[config.mk]
export PLATFORM = sky130hd
export DESIGN_NAME = note_sequencer_flat
export DESIGN_NICKNAME = d
export VERILOG_FILES = /design/src/rtl/note_sequencer_if.sv /design/src/rtl/note_sequencer.sv /design/src/flat_wrapper.sv
export SDC_FILE = /design/constraint.sdc
export NUM_CORES = 1
export LEC_CHECK = 0
export CORE_ASPECT_RATIO = 1.75
export CORE_UTILIZATION = 55
export CTS_CLUSTER_SIZE = 20
export DETAILED_ROUTE_END_ITERATION = 6
export HOLD_SLACK_MARGIN = 0.12
export PLACE_DENSITY = 0.78
export RECOVER_POWER = 50
export SYNTH_ARGS = -nofsm -noshare
export SYNTH_HDL_FRONTEND = slang
export SYNTH_SLANG_ARGS = --single-unit
[constraint.sdc]
create_clock -name clk -period 3.1 [get_ports clk]
set_input_delay 0.62 -clock clk [delete_from_list [all_inputs] [get_ports clk]]
set_output_delay 0.62 -clock clk [all_outputs]
set_load 0.005 [all_outputs]
[src/rtl/note_sequencer_if.sv]
//------------------------------------------------------------------------------
// note_sequencer_if : control, melody-ROM and generator-side signals of note_sequencer
// Revision: 1.0 - initial release
//------------------------------------------------------------------------------
`timescale 1ns/1ps
`default_nettype none

interface note_sequencer_if #(
    parameter int ADDR_W = 8
);
    logic              start;
    logic              stop;
    logic              loop;
    logic [ADDR_W-1:0] rom_addr;
    logic [11:0]       rom_data;
    logic [15:0]       freq;
    logic              note_active;
    logic              busy;
    logic              done;

    modport slave (
        input  start, stop, loop, rom_data,
        output rom_addr, freq, note_active, busy, done
    );

    modport master (
        output start, stop, loop, rom_data,
        input  rom_addr, freq, note_active, busy, done
    );
endinterface

`default_nettype wire

[src/rtl/note_sequencer.sv]
//------------------------------------------------------------------------------
// note_sequencer : walks a melody ROM, maps 6-bit note codes to Hz for the
//                  square-wave generator. Optional inter-note silence: NOTE_SEQUENCER_GAP_EN
// Revision: 1.0 - initial release
//------------------------------------------------------------------------------
`timescale 1ns/1ps
`default_nettype none

module note_sequencer #(
    parameter int TICK_CYCLES = 750000,
    parameter int ADDR_W      = 8,
    parameter int GAP_CYCLES  = 120000
) (
    input  wire logic          clk,
    input  wire logic          rst,
    note_sequencer_if.slave    bus
);

    typedef enum logic [2:0] {
        ST_IDLE   = 3'd0,
        ST_FETCH  = 3'd1,
        ST_DECODE = 3'd2,
        ST_PLAY   = 3'd3,
        ST_GAP    = 3'd4,
        ST_DONE   = 3'd5
    } state_t;

    localparam logic [19:0] C_TICK_LAST = 20'(TICK_CYCLES - 1);
    localparam logic [5:0]  C_END_CODE  = 6'd63;

    state_t            r_state, w_state;
    logic [ADDR_W-1:0] r_addr, w_addr;
    logic [15:0]       r_freq, w_freq;
    logic              r_note_active, w_note_active;
    logic [19:0]       r_tick, w_tick;
    logic [5:0]        r_dur_cnt, w_dur_cnt;
    logic [5:0]        r_dur, w_dur;
    logic [5:0]        w_code;
    logic [5:0]        w_rom_dur;

    // 12-TET, A4 = 440 Hz, code 1 = C4, rounded to the nearest Hz
    function automatic logic [15:0] note_hz(input logic [5:0] code);
        case (code)
            6'd1:  note_hz = 16'd262;  6'd2:  note_hz = 16'd277;  6'd3:  note_hz = 16'd294;
            6'd4:  note_hz = 16'd311;  6'd5:  note_hz = 16'd330;  6'd6:  note_hz = 16'd349;
            6'd7:  note_hz = 16'd370;  6'd8:  note_hz = 16'd392;  6'd9:  note_hz = 16'd415;
            6'd10: note_hz = 16'd440;  6'd11: note_hz = 16'd466;  6'd12: note_hz = 16'd494;
            6'd13: note_hz = 16'd523;  6'd14: note_hz = 16'd554;  6'd15: note_hz = 16'd587;
            6'd16: note_hz = 16'd622;  6'd17: note_hz = 16'd659;  6'd18: note_hz = 16'd698;
            6'd19: note_hz = 16'd740;  6'd20: note_hz = 16'd784;  6'd21: note_hz = 16'd831;
            6'd22: note_hz = 16'd880;  6'd23: note_hz = 16'd932;  6'd24: note_hz = 16'd988;
            6'd25: note_hz = 16'd1047; 6'd26: note_hz = 16'd1109; 6'd27: note_hz = 16'd1175;
            6'd28: note_hz = 16'd1245; 6'd29: note_hz = 16'd1319; 6'd30: note_hz = 16'd1397;
            6'd31: note_hz = 16'd1480; 6'd32: note_hz = 16'd1568; 6'd33: note_hz = 16'd1661;
            6'd34: note_hz = 16'd1760; 6'd35: note_hz = 16'd1865; 6'd36: note_hz = 16'd1976;
            6'd37: note_hz = 16'd2093; 6'd38: note_hz = 16'd2217; 6'd39: note_hz = 16'd2349;
            6'd40: note_hz = 16'd2489; 6'd41: note_hz = 16'd2637; 6'd42: note_hz = 16'd2794;
            6'd43: note_hz = 16'd2960; 6'd44: note_hz = 16'd3136; 6'd45: note_hz = 16'd3322;
            6'd46: note_hz = 16'd3520; 6'd47: note_hz = 16'd3729; 6'd48: note_hz = 16'd3951;
            default: note_hz = 16'd0;
        endcase
    endfunction

    assign w_code    = bus.rom_data[11:6];
    assign w_rom_dur = bus.rom_data[5:0];

    always_ff @(posedge clk or posedge rst) begin
        if (rst) begin
            r_state       <= ST_IDLE;
            r_addr        <= '0;
            r_freq        <= '0;
            r_note_active <= 1'b0;
            r_tick        <= '0;
            r_dur_cnt     <= '0;
            r_dur         <= '0;
        end else begin
            r_state       <= w_state;
            r_addr        <= w_addr;
            r_freq        <= w_freq;
            r_note_active <= w_note_active;
            r_tick        <= w_tick;
            r_dur_cnt     <= w_dur_cnt;
            r_dur         <= w_dur;
        end
    end

    always_comb begin
        w_state       = r_state;
        w_addr        = r_addr;
        w_freq        = r_freq;
        w_note_active = r_note_active;
        w_tick        = r_tick;
        w_dur_cnt     = r_dur_cnt;
        w_dur         = r_dur;

        case (r_state)
            ST_IDLE: begin
                w_freq        = '0;
                w_note_active = 1'b0;
                if (bus.start) begin
                    w_addr  = '0;
                    w_state = ST_FETCH;
                end
            end
            ST_FETCH: w_state = ST_DECODE;
            ST_DECODE: begin
                if (w_code == C_END_CODE) begin
                    if (bus.loop) begin
                        w_addr  = '0;
                        w_state = ST_FETCH;
                    end else begin
                        w_freq        = '0;
                        w_note_active = 1'b0;
                        w_state       = ST_DONE;
                    end
                end else begin
                    if (w_code >= 6'd1 && w_code <= 6'd48) begin
                        w_freq        = note_hz(w_code);
                        w_note_active = 1'b1;
                    end else begin
                        w_freq        = '0;
                        w_note_active = 1'b0;
                    end
                    w_dur     = (w_rom_dur == 6'd0) ? 6'd1 : w_rom_dur;
                    w_tick    = '0;
                    w_dur_cnt = '0;
                    w_state   = ST_PLAY;
                end
            end
            ST_PLAY: begin
                if (r_tick == C_TICK_LAST) begin
                    w_tick = '0;
                    if (r_dur_cnt == r_dur - 6'd1) begin
                        w_addr = r_addr + 1'b1;
`ifdef NOTE_SEQUENCER_GAP_EN
                        w_freq        = '0;
                        w_note_active = 1'b0;
                        w_state       = ST_GAP;
`else
                        w_state = ST_FETCH;
`endif
                    end else begin
                        w_dur_cnt = r_dur_cnt + 6'd1;
                    end
                end else begin
                    w_tick = r_tick + 20'd1;
                end
            end
`ifdef NOTE_SEQUENCER_GAP_EN
            ST_GAP: begin
                if (r_tick == 20'(GAP_CYCLES - 1)) begin
                    w_tick  = '0;
                    w_state = ST_FETCH;
                end else begin
                    w_tick = r_tick + 20'd1;
                end
            end
`endif
            ST_DONE: w_state = ST_IDLE;
            default: w_state = ST_IDLE;
        endcase

        // stop overrides everything, including a start in the same cycle; the address is frozen
        if (bus.stop) begin
            w_state       = ST_IDLE;
            w_addr        = r_addr;
            w_freq        = '0;
            w_note_active = 1'b0;
        end
    end

    assign bus.rom_addr    = r_addr;
    assign bus.freq        = r_freq;
    assign bus.note_active = r_note_active;
    assign bus.busy        = (r_state != ST_IDLE);
    assign bus.done        = (r_state == ST_DONE);

endmodule

`default_nettype wire

[src/flat_wrapper.sv]
// flat-port wrapper written by rule: the top's interface ports become plain ports
module note_sequencer_flat 
#(
    parameter int TICK_CYCLES = 750000,
    parameter int ADDR_W      = 8,
    parameter int GAP_CYCLES  = 120000
)
  (clk, rst, bus_start, bus_stop, bus_loop, bus_rom_data, bus_rom_addr, bus_freq, bus_note_active, bus_busy, bus_done);
  note_sequencer_if #(.ADDR_W(ADDR_W)) bus_i ();
  input  wire logic clk;
  input  wire logic rst;
  input wire logic [$bits(bus_i.start)-1:0] bus_start;
  input wire logic [$bits(bus_i.stop)-1:0] bus_stop;
  input wire logic [$bits(bus_i.loop)-1:0] bus_loop;
  input wire logic [$bits(bus_i.rom_data)-1:0] bus_rom_data;
  output wire logic [$bits(bus_i.rom_addr)-1:0] bus_rom_addr;
  output wire logic [$bits(bus_i.freq)-1:0] bus_freq;
  output wire logic [$bits(bus_i.note_active)-1:0] bus_note_active;
  output wire logic [$bits(bus_i.busy)-1:0] bus_busy;
  output wire logic [$bits(bus_i.done)-1:0] bus_done;
  assign bus_i.start = bus_start;
  assign bus_i.stop = bus_stop;
  assign bus_i.loop = bus_loop;
  assign bus_i.rom_data = bus_rom_data;
  assign bus_rom_addr = bus_i.rom_addr;
  assign bus_freq = bus_i.freq;
  assign bus_note_active = bus_i.note_active;
  assign bus_busy = bus_i.busy;
  assign bus_done = bus_i.done;
  note_sequencer #(.TICK_CYCLES(TICK_CYCLES), .ADDR_W(ADDR_W), .GAP_CYCLES(GAP_CYCLES)) u_core (.clk(clk), .rst(rst), .bus(bus_i));
endmodule
==> impl_metrics.csv, run 1 <==
group,metric,value,unit
run_status,status,"finished, final reports clean",
timing,slew_headroom,0.2385,
drt,avgRoutedWirePerCell,18.05,µm
yosys,synth_area,3981,µm²
timing,hold_ws,0.4724,ns
drt,viasPerCell,6.211,
worst_setup_path,critPathSlowestCell,"or4b_1",
worst_setup_path,start_kind,"register",
grt,grt_pass1_vias,3725,
yosys,synthDistinctLibCells,63,
grt,antenna_found_initial,0,
floorplan,num_rows,40,
timing,finalClockSkew,0.01027,ns
yosys,synth_edf_count,0,
placement,place.gp.congestion,0.9591,
drt,drt_iter0_markers,228,
worst_setup_path,path_max_fanout,7,
placement,portBuffers,39,
placement,dp_hpwl,8419,µm
cts,cts.path.max_buffers,2,
timing,fin_setup_tns,0,ns
worst_setup_path,cp.arrival,2.79,ns
timing,setup_viol,0,
timing,hold_viol_final,0,
yosys,async_reset_ff_frac,1.000,
yosys,yosysSeqAreaShare,0.3520,
cts,insertion_delay,0.30,ns
cts,postCtsResizedCells,0,
timing,slew_violations,0,
cts,cts_tree,"yes",
floorplan,fp.dieW,66.32,µm
cts,clk_pin_slew,0.07,ns
floorplan,ios,44,
worst_setup_path,crit_family,"simple AND/OR/NAND/NOR gates",
yosys,synth.avg_cell_area,8.364,µm²
yosys,syn_inst,476,
floorplan,fp.dieH,114.6,µm
cells_and_area,area_growth,18.07,%
yosys,synth_area_leaders,"dfrtp_1, o21ai_0, nand2_1, ha_1, nor2_1",
drt,ant_nets,0,
floorplan,core-area,6907,µm²
grt,grt-ovfl-total,0,
drt,drc,0,
yosys,post-synth-top-count-cell,"nand2_1",
power_and_ir_drop,powerDensity,415.1,nW/µm²
worst_setup_path,required,3.29,ns
grt,grt_max_degree,36,
cells_and_area,n_fill_cell,604,
floorplan,initial_utilization,0.5764,
cells_and_area,n_antenna_cell,0,
drt,dr.pass1.iters,5,
yosys,yosys_warnings,0,
yosys,synth-main-ff-cell,"dfrtp_1",
yosys,synth_top_area_share,0.3520,
worst_setup_path,crit_chain,"or4b_1, nor4_4, a21oi_1, nor2_1, o21ai_1, a21o_1",
cts,cts.sinks,56,
run,maxCapViolations,0,
timing,fin_crit,2.601,ns
drt,wl,10870,µm
worst_setup_path,worst_path_largest_cell_delay,0.66,ns
cts,postCtsHoldBufs,0,
min_path,worstHoldPathType,"reg -> reg",
drt,vias,3739,
timing,post-route-period-util,0.8391,
worst_setup_path,crit_type,"reg -> reg",
cts,cts_made_buffers,5,
power_and_ir_drop,p_leak,0.002056,µW
yosys,yosysTopAreaCell,"dfrtp_1",
yosys,ys_ff_latch,56,
floorplan,dieArea,7596,µm²
cts,post_cts_buffers,0,
grt,grt_first_pass_wirelength,17450,µm
worst_setup_path,end_kind,"register",
cells_and_area,fin_nets,548,
timing,tightest_slew,1.141,ns
timing,max_freq,384.5,MHz
power_and_ir_drop,ir_drop,0.0002444,V
cts,htree_levels,2,
grt,grt_use_total,0.3025,
cts,clockRootBuffer,"clkbuf_16",
timing,rsz0062_at_grt,"no",
cells_and_area,final_layout_size_suffix_gt1_frac,0.1004,
worst_setup_path,critPathBufInv,0,
yosys,synth_common_cells,"nand2_1, dfrtp_1, o21ai_0, nor2_1, a21oi_1",
## through the flow
| stage | total power (µW) | std cells | util | setup slack [ns] | instance area (µm²) |
|---|---|---|---|---|---|
| 3_3_place_gp | 1280 | 594 | 0.6571 | 0.2809 | 4538 |
| 4_1_cts | 1957 | 602 | 0.6828 | 0.5116 | 4716 |
| 6_report | 1951 | 602 | 0.6806 | 0.4989 | 4701 |
| 2_1_floorplan | 1139 | 479 | - | 0.4813 | 3993 |
| 5_1_grt | 2038 | 602 | 0.6806 | 0.2977 | 4701 |
| 3_5_place_dp | 1294 | 594 | 0.6571 | 0.2249 | 4538 |
## worst register-to-register path, cell delays in order, from the launching register on
cell and delay, ns:
dfrtp_1 0.44, or4b_1 0.66, nor4_4 0.37, a21oi_1 0.26, nor2_1 0.31, o21ai_1 0.23
a21o_1 0.23
## registers in the layout, summed over array words and instances (netlist names)
name	cells
u_core.bus.freq	12
u_core.r_dur	6
u_core.r_tick	20
u_core.r_state	3
u_core.bus.note_active	1
u_core.r_dur_cnt	6
u_core.bus.rom_addr	8
## routing by layer
metal / up-vias / GRT usage / wire length, µm
li1: 1809 / - / -
met1: 1788 / 0.3037 / 3893
met2: 111 / 0.5769 / 6165
met3: 31 / 0.03486 / 312
met4: 0 / 0.1674 / 497
met5: - / 0 / 0
## placed cells by master (no fill, tap or decap), types with 5 or more instances in the layout
cell             synthesis  layout
xor2_1                   5       5
nor2b_1                  7       7
mux2_2                   6       6
nand3_1                 13      13
o21ai_0                 51      51
nor3b_1                  5       5
inv_1                   13      13
a31oi_1                  6       6
dfrtp_1                 56      56
or3_1                   11      11
buf_4                    4      22
and3_1                   5       5
nor3_1                  17      17
a22o_1                   7       7
mux2i_1                  8       8
nand4_1                  8       8
dlygate4sd3_1            0      12
a21o_1                  13      13
nor2_1                  38      38
nand2_1                 59      59
ha_1                    14      14
clkdlybuf4s50_1          0      27
a21oi_1                 28      28
o211ai_1                 5       5
xnor2_1                  8       8
clkbuf_16                0       5
a211oi_1                 6       6
o221ai_1                 5       5
## path summary, 6_finish.rpt
path	from	to	slack (ns)	depth (start not counted)
max	u_core.r_tick[9]	u_core.bus.rom_addr[5]	0.50	6
min	u_core.bus.freq[9]	u_core.bus.freq[9]	0.47	2
max reg2reg	u_core.r_tick[9]	u_core.bus.rom_addr[5]	0.50	6
min reg2reg	u_core.bus.freq[9]	u_core.bus.freq[9]	0.47	2
max in group asynchronous	rst	u_core.r_tick[15]	0.76	3
min in group asynchronous	rst	u_core.bus.rom_addr[7]	1.05	2
## cell families after synthesis
family | share of synthesized area
AND/OR/NAND/NOR | 0.2414
AO/OA/AOI/OAI | 0.2357
flip-flops | 0.3520
buffers and inverters | 0.04620
multiplexers | 0.05122
adder cells (fa/ha/maj) | 0.04400
XOR/XNOR | 0.02860
other | 0.0009419
## power breakdown
part / switching [µW] / total (µW) / leakage [µW] / internal [µW]
clock: 266 / 671 / 0.0000871 / 405
combinational: 262 / 460 / 0.00121 / 198
sequential: 49.9 / 820 / 0.000764 / 770
total: 578 / 1950 / 0.00206 / 1370
## final cells by class
cell class / count / area [µm²] / area share
clock inverters: 2 / 38.79 / 0.008251
clock buffers: 6 / 138.9 / 0.02954
inverters: 13 / 48.80 / 0.01038
well taps: 84 / 105.1 / 0.02236
multi-input cells: 379 / 2407 / 0.5121
flip-flops and latches: 56 / 1401 / 0.2981
repair buffers: 62 / 560.5 / 0.1192
Note: power is estimated with default switching activity, not from simulation.
==> inputs of run 2 (changes only) <==
--- a/config.mk
+++ b/config.mk
@@ -6,11 +6,11 @@
 export NUM_CORES = 1
 export LEC_CHECK = 0
 export CORE_ASPECT_RATIO = 1.75
-export CORE_UTILIZATION = 55
+export CORE_UTILIZATION = 52
 export CTS_CLUSTER_SIZE = 20
 export DETAILED_ROUTE_END_ITERATION = 6
 export HOLD_SLACK_MARGIN = 0.12
-export PLACE_DENSITY = 0.78
+export PLACE_DENSITY = 0.77
 export RECOVER_POWER = 50
 export SYNTH_ARGS = -nofsm -noshare
 export SYNTH_HDL_FRONTEND = slang
==> constraint.sdc (replaced) <==
create_clock -name clk -period 2.22 [get_ports clk]
set_input_delay 0.444 -clock clk [delete_from_list [all_inputs] [get_ports clk]]
set_output_delay 0.444 -clock clk [all_outputs]
set_load 0.005 [all_outputs]
==> run 2 against run 1 <==
The run now ends with negative setup slack left. Sequential power increased by 39%. Sequential share of layout area shrank 3.5 points. Via count increased by 11%. Register-to-register slack lost 0.60 ns. Wire length rose by 15%. Fmax rose by 12%. Worst setup slack worse by 0.60 ns. Die area increased by 5.6%.
==> impl_metrics.csv, run 2 (synthesis results as in run 1) <==
group,metric,value,unit
placement,place.gp.congestion,0.9495,
drt,drc,0,
timing,max_freq,430.5,MHz
grt,grt_first_pass_wirelength,19210,µm
cells_and_area,area_growth,34.00,%
floorplan,num_rows,41,
grt,grt-ovfl-total,0,
power_and_ir_drop,ir_drop,0.0003209,V
cells_and_area,mostFrequentLayoutCells,"buf_4, nand2_1, dfrtp_1",
cells_and_area,n_fill_cell,573,
worst_setup_path,path_max_fanout,7,
timing,finalClockSkew,0.003764,ns
timing,slew_violations,0,
cells_and_area,layout_commonest_cell,"buf_4",
drt,dr.pass1.iters,5,
cts,clockRootBuffer,"clkbuf_16",
cells_and_area,fin_nets,619,
placement,dp_cells,662,
timing,tightest_slew,0.6709,ns
floorplan,fp.dieW,68.15,µm
floorplan,ios,44,
cts,clk_pin_slew,0.07,ns
worst_setup_path,crit_type,"reg -> reg",
floorplan,fp.dieH,117.8,µm
drt,drt_iter0_markers,379,
floorplan,dieArea,8024,µm²
run,maxCapViolations,0,
drt,viasPerCell,6.153,
grt,grt_max_degree,27,
power_and_ir_drop,p_leak,0.002408,µW
timing,rsz0062_at_grt,"yes",
cts,htree_levels,2,
worst_setup_path,end_kind,"register",
grt,antenna_found_initial,0,
timing,setup_slack,-0.1031,ns
timing,slew_headroom,0.5527,
power_and_ir_drop,powerDensity,515.9,nW/µm²
cts,cts.path.max_buffers,2,
timing,fin_crit,2.323,ns
placement,pre_cts_ws,-0.3349,ns
min_path,min_path_cells,2,
drt,avgRoutedWirePerCell,18.58,µm
worst_setup_path,r2r_cells,7,
grt,grt_use_total,0.3183,
drt,wl,12540,µm
drt,vias,4153,
cells_and_area,n_antenna_cell,0,
cts,cts.sinks,56,
worst_setup_path,cp.arrival,2.56,ns
min_path,worstHoldPathType,"reg -> reg",
drt,ant_nets,0,
cts,cts_made_buffers,5,
worst_setup_path,start_kind,"register",
cts,postCtsHoldBufs,0,
timing,setup_viol,4,
floorplan,initial_utilization,0.5465,
timing,hold_viol_final,0,
cells_and_area,largest_reg_flops,20,
cells_and_area,largest_register,"u_core.r_tick",
cts,insertion_delay,0.30,ns
run_status,status,"finished, violations left",
floorplan,core-area,7284,µm²
timing,post-route-period-util,1.046,
placement,portBuffers,39,
cts,cts_tree,"yes",
worst_setup_path,required,2.46,ns
placement,dp_hpwl,9375,µm
grt,grt_pass1_vias,4165,
cells_and_area,final_layout_size_suffix_gt1_frac,0.2309,
run_status,violations,"negative setup slack",
cells_and_area,post-route-util,0.7324,
cells_and_area,fin_cells,675,
==> run 2: cell count changes in the layout (fill, tap and decap cells not counted), sizes merged <==
cell | before | now
dlygate4sd3 | 12 | 7
clkdlybuf4s50 | 27 | 30
clkbuf | 7 | 8
dlygate4sd2 | 0 | 2
clkinvlp | 0 | 1
bufinv | 1 | 0
buf | 22 | 92
==> run 2: timing repair <==
item / 4_1_cts / 5_1_grt
pin swaps: 1 / 12
buffers inserted: 2 / 3
resized for setup: 6 / 20
endpoints found under the setup margin: 13 / 16
==> run 2: per-layer routing <==
| layer | share of wire | vias up | routed length (µm) | track usage |
|---|---|---|---|---|
| met3 | 0.026 | 44 | 328 | 0.02713 |
| li1 | - | 1954 | - | - |
| met1 | 0.35 | 2017 | 4329 | 0.2987 |
| met2 | 0.57 | 138 | 7137 | 0.6054 |
| met4 | 0.060 | 0 | 749 | 0.1966 |
| met5 | 0 | - | 0 | 0 |
==> run 2: final cells by class <==
type,count,area [µm²],share of cell area
clock inverters,2,16.27,0.003049
flip-flops and latches,56,1401,0.2627
well taps,86,107.6,0.02017
inverters,13,48.80,0.009146
multi-input cells,379,2511,0.4707
repair buffers,133,1121,0.2101
clock buffers,6,128.9,0.02416
==> run 2: final timing paths <==
| kind | from | end | slack [ns] |
|---|---|---|---|
| worst max-delay path | u_core.r_tick[9] | u_core.bus.rom_addr[7] | -0.10 |
| worst min-delay path | u_core.bus.freq[2] | u_core.bus.freq[2] | 0.49 |
| worst max register to register | u_core.r_tick[9] | u_core.bus.rom_addr[7] | -0.10 |
| worst min register to register | u_core.bus.freq[2] | u_core.bus.freq[2] | 0.49 |
| max in group asynchronous | rst | u_core.bus.freq[8] | 0.54 |
| min in group asynchronous | rst | u_core.r_tick[4] | 0.64 |
==> run 2: metrics by stage <==
| stage | setup TNS, ns | hold WS [ns] | power [µW] | instance area (µm²) |
|---|---|---|---|---|
| floorplan | -0.09022 | 0.4697 | 1595 | 3994 |
| global placement | -6.255 | 0.4629 | 1891 | 5061 |
| detailed placement | -8.228 | 0.4713 | 1915 | 5061 |
| CTS | -0.08330 | 0.4382 | 2729 | 5235 |
| global route | -0.7401 | 0.5299 | 2870 | 5335 |
| finish | -0.1444 | 0.4874 | 2753 | 5335 |
==> run 2: worst max-delay path, stage by stage, from the launching register on <==
cell	delay [ns]
dfrtp_1	0.39
or4b_4	0.57
buf_4	0.16
nor4_2	0.29
buf_4	0.19
nand4_4	0.19
o41ai_2	0.34
a21o_1	0.13
==> run 2: report_power, final <==
part | internal (µW) | switching, µW
Sequential | 1080 | 59.2
Combinational | 388 | 432
Clock | 422 | 376
==> RTL edit 1, RTL diff (config.mk and constraints of run 1) <==
`r_addr` no longer has a reset.
--- a/src/rtl/note_sequencer.sv
+++ b/src/rtl/note_sequencer.sv
@@ -67,7 +67,6 @@
     always_ff @(posedge clk or posedge rst) begin
         if (rst) begin
             r_state       <= ST_IDLE;
-            r_addr        <= '0;
             r_freq        <= '0;
             r_note_active <= 1'b0;
             r_tick        <= '0;
@@ -75,13 +74,16 @@
             r_dur         <= '0;
         end else begin
             r_state       <= w_state;
-            r_addr        <= w_addr;
             r_freq        <= w_freq;
             r_note_active <= w_note_active;
             r_tick        <= w_tick;
             r_dur_cnt     <= w_dur_cnt;
             r_dur         <= w_dur;
         end
+    end
+
+    always_ff @(posedge clk) begin
+        r_addr <= w_addr;
     end
 
     always_comb begin
Behaviour: no difference found for any inputs over 10 cycles, from zero or initial values and one cycle with rst high; that may be too few to reach the edited logic, so the function may still have changed.
==> RTL edit 1 against run 1 <==
  * Combinational power decreased by 9.1%
  * Synthesized cell count decreased by 5.0%
  * Synthesized area decreased by 3.5%
  * Sequential power increased by 4.1%
  * Routed wire length decreased by 10%
  * Power decreased by 6.8%
  * Worst setup slack got worse by 0.11 ns
  * Highest routed layer unchanged
  * Final area decreased by 4.9%
  * Sequential cell count unchanged
  * Sequential share of layout area increased by 2.4 points
==> RTL edit 1: results (changes against run 1) <==
Status = finished clean
CP startpoint = bus_rom_data[6]
Int Power = 1280 uW (-6.7%)
Final Routed Wirelength = 9760 um (-10%)
Adder-Cell Fraction of Synth Area = 4.56% (+0.16 points)
Detailed Route Iter0 Violations = 153 (-33%)
Worst reg2reg path depth = 8 (+2)
Layout cell share with drive strength beyond 1 = 7.76% (-2.3 points)
Vias/cell = 6.02 (-3.0%)
Seq/Total Area, Yosys = 37.5% (+2.3 points)
CP max stage cell = nor2_1
Post-Synth XOR/XNOR Area = 6.38% (+3.5 points)
P_comb = 418 uW (-9.1%)
Crit-path max FO = 13 (+6)
RR Startpoint = u_core.r_dur[0]$_DFFE_PP0P_
Mapped Avg Cell Area = 8.50 um2 (+1.6%)
Leak = 0.00191 uW (-7.2%)
Pre-CTS setup slack = 0.140 ns (-0.0844 ns)
EDFF count, synth = 8 (+8)
Sequential portion of the cell area = 32.2% (+2.4 points)
Largest net degree at the start of global routing = 39 (+8.3%)
Number of library cell types mapped by synthesis = 62 (-1.6%)
Post-Place Cell Area = 4340 um2 (-4.4%)
Multi-In Gates = 354 (-6.6%)
DP HPWL = 7450 um (-12%)
Clock buf/inv share = 3.13% (-0.65 points)
GRT Resource Usage Total = 28.5% (-1.7 points)
CTS buffer count = 5 (unchanged)
P_seq = 854 uW (+4.1%)
Cell family with most CP delay = simple AND/OR/NAND/NOR gates
Async SR Flop Fraction = 85.7% (-14 points)
Actual slew at the worst max-slew pin = 0.978 ns (-0.163 ns)
Setup Skew = 0.00570 ns (-0.00456 ns)
Synth Flop Type = dfrtp_1
Nets = 520 (-5.1%)
Invs w/o clock = 16 (+3)
Placed Cells = 566 (-4.7%)
Non-clock buffers = 56 (-9.7%)
Post-synth top cells = nor2_1, dfrtp_1, nand2_1
Top post-synthesis cells by area = dfrtp_1, edfxtp_1, o21ai_0
Final Util = 65.7% (-2.4 points)
Yosys Warn Count = 0 (unchanged)
First-pass GRT wire length = 16100 um (-7.5%)
Signal buf overhead = 11.4% (-0.51 points)
CP peak stage delay = 0.76 ns (+0.10 ns)
Net Sw Frac = 29.6% (-0.048 points)
Max rail drop VDD = 238 uV (-2.8%)
Routability cong. = 0.931 (-2.9%)
Footprint of the multi-input gates = 2210 um2 (-8.0%)
Vias in the first global route = 3462 (-7.1%)
Filler cell count = 594 (-1.7%)
## RTL edit 1: layer usage
metal | part of all wire (%) | vias up | GRT usage, %
met3 | 2.7 | 30 | 3.76
met4 | 5.4 | 0 | 16.5
met5 | 0 | - | 0
met2 | 56 | 87 | 53.1
li1 | - | 1667 | -
met1 | 36 | 1674 | 29.0
## RTL edit 1: final timing paths
kind / to / slack (ns)
max in group asynchronous: u_core.r_tick[7]$_DFFE_PP0P_ / 0.90
min in group asynchronous: u_core.r_state[2]$_DFFE_PP0P_ / 0.99
hold reg to reg: u_core.bus.freq[9]$_DFFE_PP0P_ / 0.49
setup / recovery: u_core.bus.freq[6]$_DFFE_PP0P_ / 0.39
hold / removal: u_core.bus.freq[9]$_DFFE_PP0P_ / 0.49
setup reg to reg: u_core.bus.rom_addr[7]$_SDFFCE_PN0P_ / 0.58
## RTL edit 1: logic make-up after synthesis
logic type / Yosys count
fa+ha+maj: 14
flops: 56
buf+inv: 45
mux: 12
other cells: 1
compound gates: 109
xor+xnor: 28
simple gates: 187
==> RTL edit 2, RTL diff (config.mk and constraints of run 1) <==
Made on the original files. `ADDR_W` is set to 8 in 3 places; all go to 10.
--- a/src/rtl/note_sequencer_if.sv
+++ b/src/rtl/note_sequencer_if.sv
@@ -6,7 +6,7 @@
 `default_nettype none
 
 interface note_sequencer_if #(
-    parameter int ADDR_W = 8
+    parameter int ADDR_W = 10
 );
     logic              start;
     logic              stop;
--- a/src/rtl/note_sequencer.sv
+++ b/src/rtl/note_sequencer.sv
@@ -8,7 +8,7 @@
 
 module note_sequencer #(
     parameter int TICK_CYCLES = 750000,
-    parameter int ADDR_W      = 8,
+    parameter int ADDR_W      = 10,
     parameter int GAP_CYCLES  = 120000
 ) (
     input  wire logic          clk,
--- a/src/flat_wrapper.sv
+++ b/src/flat_wrapper.sv
@@ -2,7 +2,7 @@
 module note_sequencer_flat 
 #(
     parameter int TICK_CYCLES = 750000,
-    parameter int ADDR_W      = 8,
+    parameter int ADDR_W      = 10,
     parameter int GAP_CYCLES  = 120000
 )
   (clk, rst, bus_start, bus_stop, bus_loop, bus_rom_data, bus_rom_addr, bus_freq, bus_note_active, bus_busy, bus_done);
Interface: changed (resized bus_rom_addr); port bits go from 44 to 46. No check against the original RTL was run, so the function may have changed too.
==> RTL edit 2 against run 1 <==
  * Clock power rose by 70%
  * Final area rose by 5.3%
  * Synthesized area rose by 2.6%
  * Routed wire length rose by 3.6%
  * Power rose by 23%
  * Worst setup slack got worse by 0.20 ns
  * First-iteration DRC count rose by 4.8%
  * Sequential cell count rose by 2
==> RTL edit 2: results (changes against run 1) <==
Top post-synthesis cells by area = dfrtp_1, o21ai_0, nand2_1
R2R Path End = u_core.bus.rom_addr[6]$_DFFE_PP0P_
M3 GR Usage = 5.81% (+2.3 points)
Wire length on met3 = 367 um (+18%)
Non-Filler Instances = 621 (+3.2%)
Grt met1 use = 31.1% (+0.71 points)
Vias in the first global route = 3712 (-0.35%)
Layout cell share with drive strength beyond 1 = 9.72% (-0.32 points)
Crit path DAT = 2.99 ns (+0.20 ns)
Vias/cell = 6.31 (+1.5%)
Clock buf/inv share = 7.05% (+3.3 points)
First-pass GRT wire length = 17700 um (+1.3%)
Non-clock buffers = 60 (-3.2%)
Sequential portion of the cell area = 29.3% (-0.50 points)
Filler cell count = 598 (-0.99%)
Setup Skew = 0.0103 ns (+0.000000900 ns)
Post-synth top cells = dfrtp_1, nand2_1, o21ai_0
GRT Resource Usage Total = 30.6% (+0.39 points)
WL/cell = 18.1 um (+0.45%)
Cell area after synthesis = 4080 um2 (+2.6%)
M1 WL = 4090 um (+5.1%)
Worst-Skew Late Latency = 0.33 ns (+0.03 ns)
CTS buffer count = 9 (+4)
Post-Place Cell Area = 4620 um2 (+1.7%)
Met2 WL post-DR = 6370 um (+3.2%)
Worst-path clk slew = 0.05 ns (-0.02 ns)
Multi-In Gates = 383 (+1.1%)
Number of library cell types mapped by synthesis = 64 (+1.6%)
Leak = 0.00216 uW (+4.9%)
Synth Register Bits = 58 (+3.6%)
Layout clock buffers = 13 (+7)
Detailed Route Iter0 Violations = 239 (+4.8%)
Final hold slack = 0.465 ns (-0.00771 ns)
Signal buf overhead = 11.1% (-0.80 points)
Max rail drop VDD = 373 uV (+53%)
Status = finished clean
Seq/Total Area, Yosys = 35.5% (+0.34 points)
Routability cong. = 0.954 (-0.55%)
Actual slew at the worst max-slew pin = 0.911 ns (-0.230 ns)
RR Startpoint = u_core.r_tick[0]$_DFFE_PP0P_
Pre-CTS setup slack = 0.176 ns (-0.0490 ns)
Largest net degree at the start of global routing = 46 (+28%)
RTL edit 2: cell types whose count changed in the layout (fill, tap and decap cells not counted), moves of 6 or more:
cell     before  now
a21o_1       13    4
a21oi_1      28   38
nor2_1       38   32
xnor2_1       8    1
o31ai_1       4   12
nand2_1      59   52
nor3_1       17   10
RTL edit 2: kinds of logic after synthesis:
group | share of synthesized area, %
xor gates and xnor gates | 1.93
adders and majority gates | 4.29
DFF | 35.5
and+or+nand+nor | 25.1
muxes | 3.98
AOI/OAI and AO/OA | 23.7
buffers and inverters | 5.36
other | 0.0918
RTL edit 2: worst max-delay path by stage:
stage,slack [ns],to,cells past startpoint,startpoint
after floorplan,0.62,u_core.r_tick[16]$_DFFE_PP0P_,8,bus_rom_data[10]
after global placement,0.26,u_core.r_tick[16]$_DFFE_PP0P_,7,bus_rom_data[7]
after detailed placement,0.18,u_core.r_tick[16]$_DFFE_PP0P_,7,bus_rom_data[7]
after CTS,0.31,u_core.bus.rom_addr[7]$_DFFE_PP0P_,7,u_core.r_tick[0]$_DFFE_PP0P_
after global routing,0.19,u_core.bus.rom_addr[6]$_DFFE_PP0P_,8,u_core.r_tick[0]$_DFFE_PP0P_
final,0.30,u_core.bus.rom_addr[6]$_DFFE_PP0P_,8,u_core.r_tick[0]$_DFFE_PP0P_
RTL edit 2: critical path, cell delays in order (launching register included):
cell and delay (ns):
dfrtp_1 0.43, ha_1 0.21, and3_1 0.26, nand4_1 0.25, nor4_1 0.53, nand4_1 0.27
buf_4 0.24, o311ai_0 0.35, o41ai_1 0.13
RTL edit 2: report_power, final:
group / switching [uW] / internal [uW]
Sequential: 52.7 / 799
Combinational: 225 / 180
Clock: 346 / 792
Total: 624 / 1770
